$ cat config.mk
export PLATFORM = sky130hd
export DESIGN_NAME = decode_pipe
export DESIGN_NICKNAME = d
export VERILOG_FILES = /design/src/rtl/decode_pipe_pkg.sv /design/src/rtl/decode_pipe_imm_gen.sv /design/src/rtl/decode_pipe.sv
export SDC_FILE = /design/constraint.sdc
export NUM_CORES = 1
export LEC_CHECK = 0
export CORE_ASPECT_RATIO = 1.2
export CORE_UTILIZATION = 45
export CTS_CLUSTER_SIZE = 25
export DETAILED_ROUTE_END_ITERATION = 8
export MAX_ROUTING_LAYER = met4
export PLACE_DENSITY = 0.73
export SKIP_LAST_GASP = 1
export SLEW_MARGIN = 10
export SYNTH_ARGS = -nofsm -noshare
export SYNTH_HDL_FRONTEND = slang
export SYNTH_SLANG_ARGS = --single-unit
export TNS_END_PERCENT = 30
$ cat constraint.sdc
create_clock -name clk -period 7.7 [get_ports clk]
set_input_delay 1.54 -clock clk [delete_from_list [all_inputs] [get_ports clk]]
set_output_delay 1.54 -clock clk [all_outputs]
set_load 0.02 [all_outputs]
$ cat src/rtl/decode_pipe_pkg.sv
// rtl/decode_pipe_pkg.sv - RV32I opcode constants and immediate-format helper shared by the decode stage
// Contents: major opcode values (ins[6:0]), funct7 values checked by the
// illegal-encoding filter, and a helper mapping an opcode to its immediate format.
package decode_pipe_pkg;

  localparam logic [6:0] OP_LUI    = 7'b0110111;
  localparam logic [6:0] OP_AUIPC  = 7'b0010111;
  localparam logic [6:0] OP_JAL    = 7'b1101111;
  localparam logic [6:0] OP_JALR   = 7'b1100111;
  localparam logic [6:0] OP_BRANCH = 7'b1100011;
  localparam logic [6:0] OP_LOAD   = 7'b0000011;
  localparam logic [6:0] OP_STORE  = 7'b0100011;
  localparam logic [6:0] OP_IMM    = 7'b0010011;
  localparam logic [6:0] OP_REG    = 7'b0110011;
  localparam logic [6:0] OP_FENCE  = 7'b0001111;
  localparam logic [6:0] OP_SYSTEM = 7'b1110011;

  localparam logic [31:0] ZERO_WORD = 32'h0000_0000;

  localparam logic [6:0] F7_BASE = 7'b0000000;
  localparam logic [6:0] F7_ALT  = 7'b0100000;

  typedef enum logic [2:0] {
    FMT_NONE,
    FMT_I,
    FMT_S,
    FMT_B,
    FMT_U,
    FMT_J
  } imm_fmt_e;

  function automatic imm_fmt_e imm_fmt(input logic [6:0] op);
    case (op)
      OP_JALR, OP_LOAD, OP_IMM: imm_fmt = FMT_I;
      OP_LUI, OP_AUIPC:         imm_fmt = FMT_U;
      OP_JAL:                   imm_fmt = FMT_J;
      OP_BRANCH:                imm_fmt = FMT_B;
      OP_STORE:                 imm_fmt = FMT_S;
      default:                  imm_fmt = FMT_NONE;
    endcase
  endfunction

endpackage

$ cat src/rtl/decode_pipe_imm_gen.sv
// rtl/decode_pipe_imm_gen.sv - combinational immediate extraction and illegal-encoding detection
// Ports:
//   ins        in  32    raw instruction word
//   imm        out XLEN  sign-extended immediate (0 for formatless or illegal words)
//   is_illegal out 1     encoding is not a supported RV32I instruction
module imm_gen
  import decode_pipe_pkg::*;
#(
  parameter int XLEN = 32
) (
  input  logic [31:0]     ins,
  output logic [XLEN-1:0] imm,
  output logic            is_illegal
);

  logic [6:0]  op;
  logic [2:0]  func;
  logic [6:0]  f7;
  logic [31:0] imm32;
  logic        known_op;
  logic        f7_ok;

  assign op    = ins[6:0];
  assign func  = ins[14:12];
  assign f7    = ins[31:25];
  assign f7_ok = (f7 == F7_BASE) || (f7 == F7_ALT);

  always_comb begin
    imm32 = ZERO_WORD;
    case (imm_fmt(op))
      FMT_I:   imm32 = {{20{ins[31]}}, ins[31:20]};
      FMT_S:   imm32 = {{20{ins[31]}}, ins[31:25], ins[11:7]};
      FMT_B:   imm32 = {{19{ins[31]}}, ins[31], ins[7], ins[30:25], ins[11:8], 1'b0};
      FMT_U:   imm32 = {ins[31:12], 12'b0};
      FMT_J:   imm32 = {{11{ins[31]}}, ins[31], ins[19:12], ins[20], ins[30:21], 1'b0};
      default: imm32 = ZERO_WORD;
    endcase
  end

  always_comb begin
    known_op = (imm_fmt(op) != FMT_NONE) || (op == OP_REG) ||
               (op == OP_FENCE) || (op == OP_SYSTEM);
    is_illegal = (ins[1:0] != 2'b11) || !known_op;
    if (op == OP_REG) begin
      if (!f7_ok) is_illegal = 1'b1;
      // Only sub and sra use the alternate funct7.
      if (f7 == F7_ALT && func != 3'b000 && func != 3'b101) is_illegal = 1'b1;
    end
    if (op == OP_IMM) begin
      if (func == 3'b001 && f7 != F7_BASE) is_illegal = 1'b1;
      if (func == 3'b101 && !f7_ok)        is_illegal = 1'b1;
    end
  end

  // Signed size cast sign-extends from bit 31 for XLEN=64, including U-format.
  assign imm = is_illegal ? '0 : XLEN'($signed(imm32));

endmodule

$ cat src/rtl/decode_pipe.sv
// rtl/decode_pipe.sv - registered RV32I decode stage with a BUF_DEPTH-entry output FIFO
// Ports:
//   clk, rst                      clock; asynchronous active-high reset
//   flush                         drop all buffered entries and the same-cycle input
//   in_valid/in_ready/in_ins/in_pc   fetch side handshake, instruction and PC
//   out_valid/out_ready           execute side handshake
//   out_pc, out_imm               head entry PC and sign-extended immediate
//   out_rs1/out_rs2/out_rd        register indices
//   out_op/out_func/out_func1     opcode, funct3, ins[30]
//   out_illegal                   head entry is an illegal encoding
module decode_pipe
  import decode_pipe_pkg::*;
#(
  parameter int XLEN      = 32,
  parameter int BUF_DEPTH = 2
) (
  input  logic            clk,
  input  logic            rst,
  input  logic            flush,
  input  logic            in_valid,
  output logic            in_ready,
  input  logic [31:0]     in_ins,
  input  logic [XLEN-1:0] in_pc,
  output logic            out_valid,
  input  logic            out_ready,
  output logic [XLEN-1:0] out_pc,
  output logic [XLEN-1:0] out_imm,
  output logic [4:0]      out_rs1,
  output logic [4:0]      out_rs2,
  output logic [4:0]      out_rd,
  output logic [6:0]      out_op,
  output logic [2:0]      out_func,
  output logic            out_func1,
  output logic            out_illegal
);

  localparam int PW = $clog2(BUF_DEPTH);
  localparam int CW = PW + 1;
  localparam logic [CW-1:0] FULL_CNT = CW'(BUF_DEPTH);

  logic [PW-1:0]   wr_ptr;
  logic [PW-1:0]   rd_ptr;
  logic [CW-1:0]   count;
  logic            push;
  logic            pop;
  logic [XLEN-1:0] dec_imm;
  logic            dec_illegal;

  // Raw word is kept per slot; the register/opcode fields are plain slices of it.
  logic [31:0]     ins_mem [BUF_DEPTH];
  logic [XLEN-1:0] pc_mem  [BUF_DEPTH];
  logic [XLEN-1:0] imm_mem [BUF_DEPTH];
  logic            ill_mem [BUF_DEPTH];

  imm_gen #(.XLEN(XLEN)) u_imm_gen (
    .ins        (in_ins),
    .imm        (dec_imm),
    .is_illegal (dec_illegal)
  );

  // Ready comes from registered count only, so a full buffer stays not-ready
  // even in a cycle that pops.
  assign in_ready  = (count != FULL_CNT);
  assign out_valid = (count != '0);
  assign push      = in_valid & in_ready & ~flush;
  assign pop       = out_valid & out_ready & ~flush;

  always_ff @(posedge clk or posedge rst) begin
    if (rst) begin
      wr_ptr <= '0;
      rd_ptr <= '0;
      count  <= '0;
    end else if (flush) begin
      wr_ptr <= '0;
      rd_ptr <= '0;
      count  <= '0;
    end else begin
      if (push) wr_ptr <= wr_ptr + 1'b1;
      if (pop)  rd_ptr <= rd_ptr + 1'b1;
      case ({push, pop})
        2'b10:   count <= count + 1'b1;
        2'b01:   count <= count - 1'b1;
        default: count <= count;
      endcase
    end
  end

  always_ff @(posedge clk) begin
    if (push) begin
      ins_mem[wr_ptr] <= in_ins;
      pc_mem[wr_ptr]  <= in_pc;
      imm_mem[wr_ptr] <= dec_imm;
      ill_mem[wr_ptr] <= dec_illegal;
    end
  end

  always_comb begin
    out_pc      = '0;
    out_imm     = '0;
    out_rs1     = '0;
    out_rs2     = '0;
    out_rd      = '0;
    out_op      = '0;
    out_func    = '0;
    out_func1   = 1'b0;
    out_illegal = 1'b0;
    if (out_valid) begin
      out_pc      = pc_mem[rd_ptr];
      out_imm     = imm_mem[rd_ptr];
      out_rs1     = ins_mem[rd_ptr][19:15];
      out_rs2     = ins_mem[rd_ptr][24:20];
      out_rd      = ins_mem[rd_ptr][11:7];
      out_op      = ins_mem[rd_ptr][6:0];
      out_func    = ins_mem[rd_ptr][14:12];
      out_func1   = ins_mem[rd_ptr][30];
      out_illegal = ill_mem[rd_ptr];
    end
  end

endmodule

Word-level counts from Yosys, hierarchy flattened
Memory sizes are Yosys's and may differ from the RTL's.
Index checks and enable logic that the tools add are counted.
{"block": "totals", "regBits": 4, "mem_bits_rw": 194, "out_inout_bits": 93, "wordCells": 87, "n_memories": 4}
{"block": "classes", "n_addsub": 4, "n_eq_ne": 24, "n_mux": 26, "n_bitwise": 5, "n_reduce_logical": 21}
{"name": "imm_mem", "depth": 2, "width": 32, "rd": 1, "rd_clocked_by_memory_dff": 0, "wr": 1, "line": "decode_pipe.sv:52", "source": "logic [XLEN-1:0] imm_mem [BUF_DEPTH];"}
{"name": "ins_mem", "depth": 2, "width": 32, "rd": 1, "rd_clocked_by_memory_dff": 0, "wr": 1, "line": "decode_pipe.sv:50", "source": "logic [31:0] ins_mem [BUF_DEPTH];"}
{"name": "pc_mem", "depth": 2, "width": 32, "rd": 1, "rd_clocked_by_memory_dff": 0, "wr": 1, "line": "decode_pipe.sv:51", "source": "logic [XLEN-1:0] pc_mem [BUF_DEPTH];"}
{"name": "ill_mem", "depth": 2, "width": 1, "rd": 1, "rd_clocked_by_memory_dff": 0, "wr": 1, "line": "decode_pipe.sv:53", "source": "logic ill_mem [BUF_DEPTH];"}
{"operator": "32-bit case mux with 5 select lines", "n": 1}
{"operator": "32-bit 2-to-1 mux", "n": 3}
{"operator": "7-bit by 6-bit equality test with 1-bit output (second input constant)", "n": 4}
{"operator": "7-bit equality test (second input constant)", "n": 4}
{"operator": "5-bit 2-to-1 mux", "n": 3}
{"operator": "3-bit case mux with 5 select lines", "n": 1}
{"operator": "7-bit by 5-bit equality test with 1-bit output (second input constant)", "n": 2}
{"operator": "1-bit 2-to-1 mux", "n": 14}
{"operator": "3-bit equality test (second input constant)", "n": 3}
{"operator": "3-bit nonzero test", "n": 3}
{"operator": "7-bit by 2-bit equality test with 1-bit output (second input constant)", "n": 1}
{"operator": "7-bit by 4-bit equality test with 1-bit output (second input constant)", "n": 1}
{"operator": "7-bit logical NOT", "n": 1}
{"operator": "7-bit 2-to-1 mux", "n": 1}
{"operator": "7-bit nonzero test", "n": 1}
{"operator": "3-bit by 1-bit equality test with 1-bit output (second input constant)", "n": 2}
{"operator": "3-bit by 2-bit equality test with 1-bit output (second input constant)", "n": 2}
{"operator": "2-bit nonzero test", "n": 3}
{"operator": "1-bit logical OR", "n": 5}
{"operator": "1-bit bitwise AND", "n": 4}
{"operator": "1-bit logical AND", "n": 4}
{"operator": "2-bit inequality test (second input constant)", "n": 2}
{"operator": "2-bit case mux with 2 select lines", "n": 1}
{"operator": "3-bit 2-to-1 mux", "n": 1}
{"operator": "11 further kinds", "n": 13}

Depth between registers and ports, before layout
Gate-level depths: netlist (run 1).
{"block": "logic_depth", "ltp_word": 16, "mapped_depth": 8, "mapped_depth_nobuf": 5}

Hierarchy
Synthesis (run 1) repeated with hierarchy kept, for this count alone.
{"block": "unflattened", "cells_unflattened": 538, "hier_area_um2": 7905.1}
{"module": "decode_pipe", "instances": 1, "cells_per_inst": 412, "area_per_inst_um2": 7109.3, "seq_area_each_um2": 5565.3}
{"module": "imm_gen", "instances": 1, "cells_per_inst": 126, "area_per_inst_um2": 795.8, "seq_area_each_um2": 0.0}

Least setup slack after synthesis (run 1)
No wires, ideal clock.
{"block": "synth_path", "kind": "in2reg", "startpoint": "input in_valid", "endpoint": "memory ill_mem[1], enable pin", "setup_time_ns": 0.673, "arrival_ns": 8.262, "required_time_ns": 7.027, "path_slack_ns": -1.235, "path_stages": 2, "n_path_buf": 0, "path_cell_list": "nand2_1 nor3b_1"}
{"block": "synth_via", "elab_chain_len": 4}
{"element": "from (decl)", "line": "decode_pipe.sv:20", "source": "input logic in_valid,"}
{"element": "1-bit bitwise AND (2 in a row)", "line": "decode_pipe.sv:65", "source": "assign push = in_valid & in_ready & ~flush;"}
{"element": "1-bit 2-to-1 mux", "line": "decode_pipe.sv:89", "source": "if (push) begin"}
{"element": "1-bit 2-to-1 mux (not written as such)", "line": "decode_pipe.sv:93", "source": "ill_mem[wr_ptr] <= dec_illegal;"}
{"element": "to (decl)", "line": "decode_pipe.sv:53"}
Every way passes these cells.

Final worst setup path (run 1)
{"block": "layout_path", "startpoint": "register rd_ptr", "endpoint": "output out_imm[30]"}
{"block": "layout_via", "elab_chain_len": 2}
{"element": "from (decl)", "line": "decode_pipe.sv:42", "source": "logic [PW-1:0] rd_ptr;"}
{"element": "from (signal assigned)", "line": "decode_pipe.sv:79", "source": "if (pop) rd_ptr <= rd_ptr + 1'b1;"}
{"element": "memory read 2 x 32 bit"}
{"element": "32-bit 2-to-1 mux", "line": "decode_pipe.sv:107", "source": "if (out_valid) begin"}
{"element": "to (decl)", "line": "decode_pipe.sv:27", "source": "output logic [XLEN-1:0] out_imm,"}
Every way passes these cells.

==> metrics.md, run 1 <==
| Metric | Value |
|---|---|
| Result of the run | `complete, no violations` |
| End-of-flow core utilization | `0.6123` |
| Cell type group with the largest total delay on the critical path | `buffers and inverters` |
| Syn. warnings | `0` |
| Average instance area after synthesis | `between 10 and 15 µm²` |
| Die H | `144.9 µm` |
| Vias after detailed routing | `about 4800` |
| Fillcell total | `1212` |
| Category of the worst setup path capture point | `output pin` |
| Category of the most critical setup path | `flop to output pin` |
| Sinks on the clock net | `around 190` |
| Remaining routing DRC violations | `0` |
| Unrepaired setup endpoints after global routing | `false` |
| Number of buffers inserted by hold repair at cts | `0` |
| Pin count of the biggest net entering global routing | `65` |
| Smallest hold slack | `594.4 ps` |
| Power density over the cells | `around 230 nW/µm²` |
| X dimension of the die | `roughly 120 µm` |
| Portion of the post-synthesis area used by sequential elements | `0.7272` |
| First-pass GRT wire length | `approximately 25 mm` |
| Async set-or-reset flop fraction in the synthesized netlist | `0.02151` |
| GR Overflow Total | `0` |
| Slew at the pin with the worst max-slew slack | `~1200 ps` |
| DPL Wire Length | `10.75 mm` |
| Critical path's largest stage delay | `around 1000 ps` |
| Combined area of all synthesized cells | `between 7000 and 8000 µm²` |
| Worst slew slack as a fraction of its limit | `0.1788` |
| H-tree levels | `4` |
| Area of the die | `17540 µm²` |
| Post-layout min period | `between 4000 and 5000 ps` |
| Peak Freq | `between 200 and 250 MHz` |
| Total power | `roughly 2.3 mW` |
| Kind of path behind the tightest hold check | `flop to flop` |
| Worst-path clk slew | `~60 ps` |
| Layout Area Growth over Synthesis | `31.19%` |
| Number of max-slew violations in the final report | `0` |
| Total wire length | `16.09 mm` |
| Cell chain of the critical path | `buf_4 > mux2i_1 > nor2_1 > clkdlybuf4s50_1` |
| Crit path buffers/inverters | `2` |
| Worst setup slack before clock tree synthesis | `~3200 ps` |
| TritonRoute pass-1 iters | `5` |
| Setup total negative slack | `0 ps` |
| Ant diodes | `0` |
| Root buffer cell | `clkbuf_16` |
| Post-detailed-route wirelength per cell | `about 18 µm` |
| Hold Fails Final Rpt | `0` |
| Placer Congestion | `between 0.8 and 0.9` |
| Synthesized net count | `about 600` |
| Gates resized, CTS repair | `0` |
| Core region area | `between 15000 and 20000 µm²` |
| Max Clock Skew | `roughly 6.2 ps` |
| Antenna violations before repair | `0` |
| Clk buf depth | `2` |
| Master of the slowest instance on the critical path | `dfrtp_4` |
| Buffers inserted by post-CTS timing repair | `0` |
| I/O pin count | `162` |
| Num CTS Buffers | `17` |
| Main synth FF type | `edfxtp_1` |
| Starting DRC count in detailed routing | `382` |
| Startpoint types | `flop` |
| Leakage power | `approximately 3.3 nW` |
| Yosys cell types | `39` |
| Global-route usage over all layers | `0.1955` |
| Setup slack of the critical path after layout | `around 3000 ps` |
| Peak supply drop | `~140 µV` |
| Vias per cell | `5.270` |
| Share of the clock period used by the worst path after layout | `0.6170` |
| Starting density of the core | `0.4667` |
| Number of standard cells after synthesis | `525` |
| FF+latch count, synth | `roughly 190` |
| Routed Antenna Nets | `0` |
| Net total in the final layout | `between 700 and 800` |
| TritonCTS clock tree | `yes` |
| Arrival time at the worst endpoint | `around 3200 ps` |
| Max capacitance violation total | `0` |
| Final Setup Violations | `0` |
| Required time at the worst-slack endpoint | `about 6200 ps` |
| Crit-path max FO | `between 50 and 60` |
| Row Count | `51` |
| Layout cells sized above 1 | `0.06313` |
| Count of buffers from port buffering | `161` |
| Worst skew pair latency | `between 400 and 500 ps` |
| Number of enable-type register cells in the synthesized netlist | `around 180` |
| Via count of the first global-routing pass | `approximately 4700` |
[power by group]
group          internal (mW)  switching, mW  total [mW]
sequential              1.15         0.0229        1.18
combinational          0.150          0.174       0.324
clock                  0.450          0.363       0.813
total                   1.75          0.560        2.31
[registers in the layout, indices dropped and copies added (netlist names)]
name and flops:
count 2, wr_ptr 1, pc_mem 64, imm_mem 64
ins_mem 52, ill_mem 2, rd_ptr 1
[tightest hold or removal path, stage by stage (launching register included)]
cell and delay [ps]:
dfrtp_1 390, xor2_1 80, nor2_1 80
[final cells by class]
| type | count | area (µm²) | share of cell area |
|---|---|---|---|
| inverter | 3 | 11.26 | 0.001121 |
| multi-input combinational | 308 | 1979 | 0.1971 |
| sequential | 186 | 5569 | 0.5546 |
| clock buffer | 19 | 432.9 | 0.04312 |
| timing repair buffer | 168 | 1664 | 0.1657 |
| clock inverter | 13 | 118.9 | 0.01184 |
| tap | 212 | 265.3 | 0.02642 |
[cell usage in the layout, fill, tap and decap left out, types with 4 or more instances in the layout]
cell and n:
edfxtp_1 182, clkdlybuf4s50_1 161, nor2_1 105, mux2i_1 91
a21oi_1 27, nand2_1 26, clkbuf_16 17, buf_4 7
nand2b_1 6, and2_1 6, a22oi_1 4
[synth_stat cells (3+ instances only)]
| master | count | area (µm²) |
|---|---|---|
| xor2_1 | 3 | 26.28 |
| and2_1 | 6 | 37.54 |
| inv_1 | 3 | 11.26 |
| nand3_1 | 3 | 15.01 |
| nor2_1 | 106 | 397.9 |
| mux2i_1 | 91 | 910.9 |
| a31oi_1 | 3 | 18.77 |
| or3_1 | 3 | 18.77 |
| edfxtp_1 | 182 | 5465 |
| nand2_1 | 26 | 97.59 |
| buf_6 | 3 | 33.78 |
| nor3_1 | 3 | 15.01 |
| a21oi_1 | 27 | 135.1 |
| dfrtp_1 | 4 | 100.1 |
| clkbuf_1 | 20 | 75.07 |
| buf_1 | 5 | 18.77 |
| nand2b_1 | 6 | 37.54 |
| a22oi_1 | 4 | 30.03 |
[kinds of logic (layout without fill, tap and decap cells)]
logic type,count (synthesis),count (layout),synth area share
AND/OR/NAND/NOR,169,169,0.09743
XOR/XNOR,3,3,0.003434
flip-flops,186,186,0.7272
buffers and inverters,31,203,0.01815
multiplexers,91,91,0.1190
AO/OA/AOI/OAI,45,45,0.03482
[metal layers]
metal / GRT usage / share of wire / up-vias
li1: - / - / 2260
met1: 0.2356 / 0.40 / 2300
met2: 0.3248 / 0.51 / 210
met3: 0.04663 / 0.066 / 20
met4: 0.06433 / 0.017 / 0
met5: - / 0 / -
[per-stage QoR]
| stage | std cells | area, µm² |
|---|---|---|
| 3_3_place_gp | 877 | 9489 |
| 2_1_floorplan | 525 | 7659 |
| 4_1_cts | 909 | 10040 |
| 6_report | 909 | 10040 |
| 3_5_place_dp | 877 | 9489 |
| 5_1_grt | 909 | 10040 |
[final timing paths]
kind	start	endpoint	slack, ps	cells past startpoint
max	rd_ptr	out_imm[30]	2950	4
min	wr_ptr	wr_ptr	590	2
max reg2reg	count[0]	ins_mem[1][19]	5160	5
min reg2reg	wr_ptr	wr_ptr	590	2
max in group asynchronous	rst	rd_ptr	6210	2
min in group asynchronous	rst	count[1]	1310	2
(Power assumes the default switching activity.)
==> inputs of run 2 (changes only) <==
--- a/config.mk
+++ b/config.mk
@@ -10,7 +10,7 @@
 export CTS_CLUSTER_SIZE = 25
 export DETAILED_ROUTE_END_ITERATION = 8
 export MAX_ROUTING_LAYER = met4
-export PLACE_DENSITY = 0.73
+export PLACE_DENSITY = 0.7
 export SKIP_LAST_GASP = 1
 export SLEW_MARGIN = 10
 export SYNTH_ARGS = -nofsm -noshare
==> constraint.sdc (replaced) <==
create_clock -name clk -period 4.5 [get_ports clk]
set_input_delay 0.9 -clock clk [delete_from_list [all_inputs] [get_ports clk]]
set_output_delay 0.9 -clock clk [all_outputs]
set_load 0.02 [all_outputs]
==> run 2 against run 1 <==
Clock skew decreased by 0.89 ps. Register-to-register slack got worse by 2900 ps. Final area increased by 1.0%. Power increased by 75%. Count of clock-buffer cells in the layout unchanged. Combinational power increased by 77%. Critical path type unchanged. Critical endpoint is now out_imm[9].
==> metrics.md, run 2 (synthesis gave the netlist of run 1 again) <==
| Metric | Value |
|---|---|
| Result of the run | `complete, no violations` |
| Leakage power | `3.327 nW (+1.3%)` |
| I/O pin count | `162 (unchanged)` |
| Gates resized, CTS repair | `0 (unchanged)` |
| Starting density of the core | `0.4667 (unchanged)` |
| Final Setup Violations | `0 (unchanged)` |
| Total wire length | `16.35 mm (+1.6%)` |
| Peak supply drop | `239.7 µV (+72%)` |
| GR Overflow Total | `0 (unchanged)` |
| Clk buf depth | `2 (unchanged)` |
| Unrepaired setup endpoints after global routing | `false` |
| Startpoint types | `flop` |
| X dimension of the die | `121.1 µm (unchanged)` |
| Category of the most critical setup path | `flop to output pin` |
| Layout cells sized above 1 | `0.06838 (+0.005248)` |
| Total instance count after detailed placement | `882 (+0.57%)` |
| Cell chain of the critical path | `nor2_4 > buf_4 > nor2_1 > clkdlybuf4s50_1` |
| Worst-path clk slew | `60 ps (about the same)` |
| Regs by FF count | `imm_mem x64, pc_mem x64, ins_mem x52` |
| Vias per cell | `5.267 (about the same)` |
| Global-route usage over all layers | `0.1962 (+0.0006769)` |
| Count of buffers from port buffering | `161 (unchanged)` |
| Crit-path max FO | `34 (-36%)` |
| Share of the clock period used by the worst path after layout | `0.7851` |
| TritonCTS clock tree | `yes` |
| Kind of path behind the tightest hold check | `flop to flop` |
| Sinks on the clock net | `186 (unchanged)` |
| Hold Fails Final Rpt | `0 (unchanged)` |
| Flop2flop setup slack | `2280 ps (-2880 ps)` |
| Master of the slowest instance on the critical path | `nor2_4` |
| Row Count | `51 (unchanged)` |
| Routed Antenna Nets | `0 (unchanged)` |
| Max Clock Skew | `5.289 ps (-0.8888 ps)` |
| Setup slack of the critical path after layout | `966.8 ps (-1982 ps)` |
| Ant diodes | `0 (unchanged)` |
| TritonRoute pass-1 iters | `5 (unchanged)` |
| Placer Congestion | `0.9502 (+11%)` |
| Required time at the worst-slack endpoint | `3600 ps (-2560 ps)` |
| Remaining routing DRC violations | `0 (unchanged)` |
| Via count of the first global-routing pass | `4818 (+1.8%)` |
| Peak Freq | `around 280 MHz` |
| Starting DRC count in detailed routing | `297 (-22%)` |
| Area of the die | `17540 µm² (unchanged)` |
| Post-detailed-route wirelength per cell | `17.89 µm (+1.1%)` |
| Arrival time at the worst endpoint | `2630 ps (-580 ps)` |
| First-pass GRT wire length | `24.79 mm (-0.14%)` |
| Critical path's largest stage delay | `610 ps (-420 ps)` |
| Slew at the pin with the worst max-slew slack | `1012 ps (-209.7 ps)` |
| Non-filler cells in the finished layout | `914 (+0.55%)` |
| Antenna violations before repair | `0 (unchanged)` |
| H-tree levels | `4 (unchanged)` |
| DPL Wire Length | `11.04 mm (+2.7%)` |
| Max capacitance violation total | `0 (unchanged)` |
| Worst setup slack before clock tree synthesis | `804.5 ps (-2445 ps)` |
| Layout Area Growth over Synthesis | `32.50%` |
| Root buffer cell | `clkbuf_16` |
| Num CTS Buffers | `17 (unchanged)` |
| Pin count of the biggest net entering global routing | `55 (-15%)` |
| Net total in the final layout | `758 (+0.66%)` |
| Core region area | `16400 µm² (unchanged)` |
| Power density over the cells | `398.7 nW/µm² (+73%)` |
| Fillcell total | `1227 (+1.2%)` |
| Number of buffers inserted by hold repair at cts | `0 (unchanged)` |
| Most common library cell in the layout ignoring fill and taps | `edfxtp_1` |
| Worst slew slack as a fraction of its limit | `0.3198 (+0.1410)` |
| Most frequent cells in the layout | `edfxtp_1 (182), clkdlybuf4s50_1 (161), nor2_1 (105)` |
| Post-layout min period | `3533 ps` |
| Category of the worst setup path capture point | `output pin` |
| Vias after detailed routing | `4814 (+0.50%)` |
| Die H | `144.9 µm (unchanged)` |
| Worst skew pair latency | `420 ps (about the same)` |
| Buffers inserted by post-CTS timing repair | `0 (unchanged)` |
| Number of max-slew violations in the final report | `0 (unchanged)` |
run 2: cell types whose count changed in the layout (fill, tap and decap cells not counted):
| cell | change |
|---|---|
| clkinvlp_4 | +1 |
| clkinv_4 | -1 |
| inv_8 | -2 |
| buf_4 | +3 |
| clkinv_1 | +1 |
| nor3_2 | -1 |
| nor3_4 | +1 |
| inv_6 | -1 |
| bufinv_16 | +2 |
| buf_12 | +2 |
run 2: report_power, final:
group	switching, mW	total, mW	internal [mW]
clock	0.599	1.47	0.869
sequential	0.0313	2.00	1.97
combinational	0.309	0.572	0.263
total	0.940	4.04	3.10
run 2: metrics by stage:
| stage | power, mW | hold slack (ps) | TNS [ps] | utilization | cell area (µm²) |
|---|---|---|---|---|---|
| final | 4.043 | 639.0 | 0 | 0.6184 | 10140 |
| after global routing | 4.181 | 661.0 | 0 | 0.6184 | 10140 |
| after CTS | 4.076 | 639.4 | 0 | 0.6184 | 10140 |
| after detailed placement | 2.619 | 614.2 | 0 | 0.5828 | 9558 |
| after global placement | 2.608 | 598.5 | 0 | 0.5828 | 9558 |
| after floorplan | 2.333 | 544.9 | -50550 | - | 7670 |
run 2: final cells by class:
class,instances,area (µm²),area share
tap,212,265.3,0.02616
sequential,186,5569,0.5492
timing repair buffer,173,1727,0.1703
clock inverter,13,150.1,0.01481
inverter,3,11.26,0.001110
multi-input combinational,308,1986,0.1958
clock buffer,19,432.9,0.04269
run 2: worst max-delay path: cells and delay by family (launching register included):
| family | cells | cell delay (ps) |
|---|---|---|
| simple gates | 2 | 730 |
| buf+inv | 2 | 1030 |
| flops | 1 | 450 |
run 2: worst paths after layout:
| path | start | end | cells past startpoint |
|---|---|---|---|
| min in group asynchronous | rst | count[0] | 2 |
| min | wr_ptr | wr_ptr | 2 |
| min reg2reg | wr_ptr | wr_ptr | 2 |
| max | count[0] | out_imm[9] | 4 |
| max reg2reg | count[0] | imm_mem[0][26] | 4 |
| max in group asynchronous | rst | rd_ptr | 2 |
run 2: per-layer routing:
| metal | share of wire | global-route usage | vias to the layer above |
|---|---|---|---|
| li1 | - | - | 2268 |
| met1 | 0.41 | 0.2231 | 2329 |
| met2 | 0.51 | 0.3398 | 189 |
| met3 | 0.058 | 0.03762 | 28 |
| met4 | 0.023 | 0.08252 | 0 |
| met5 | 0 | - | - |
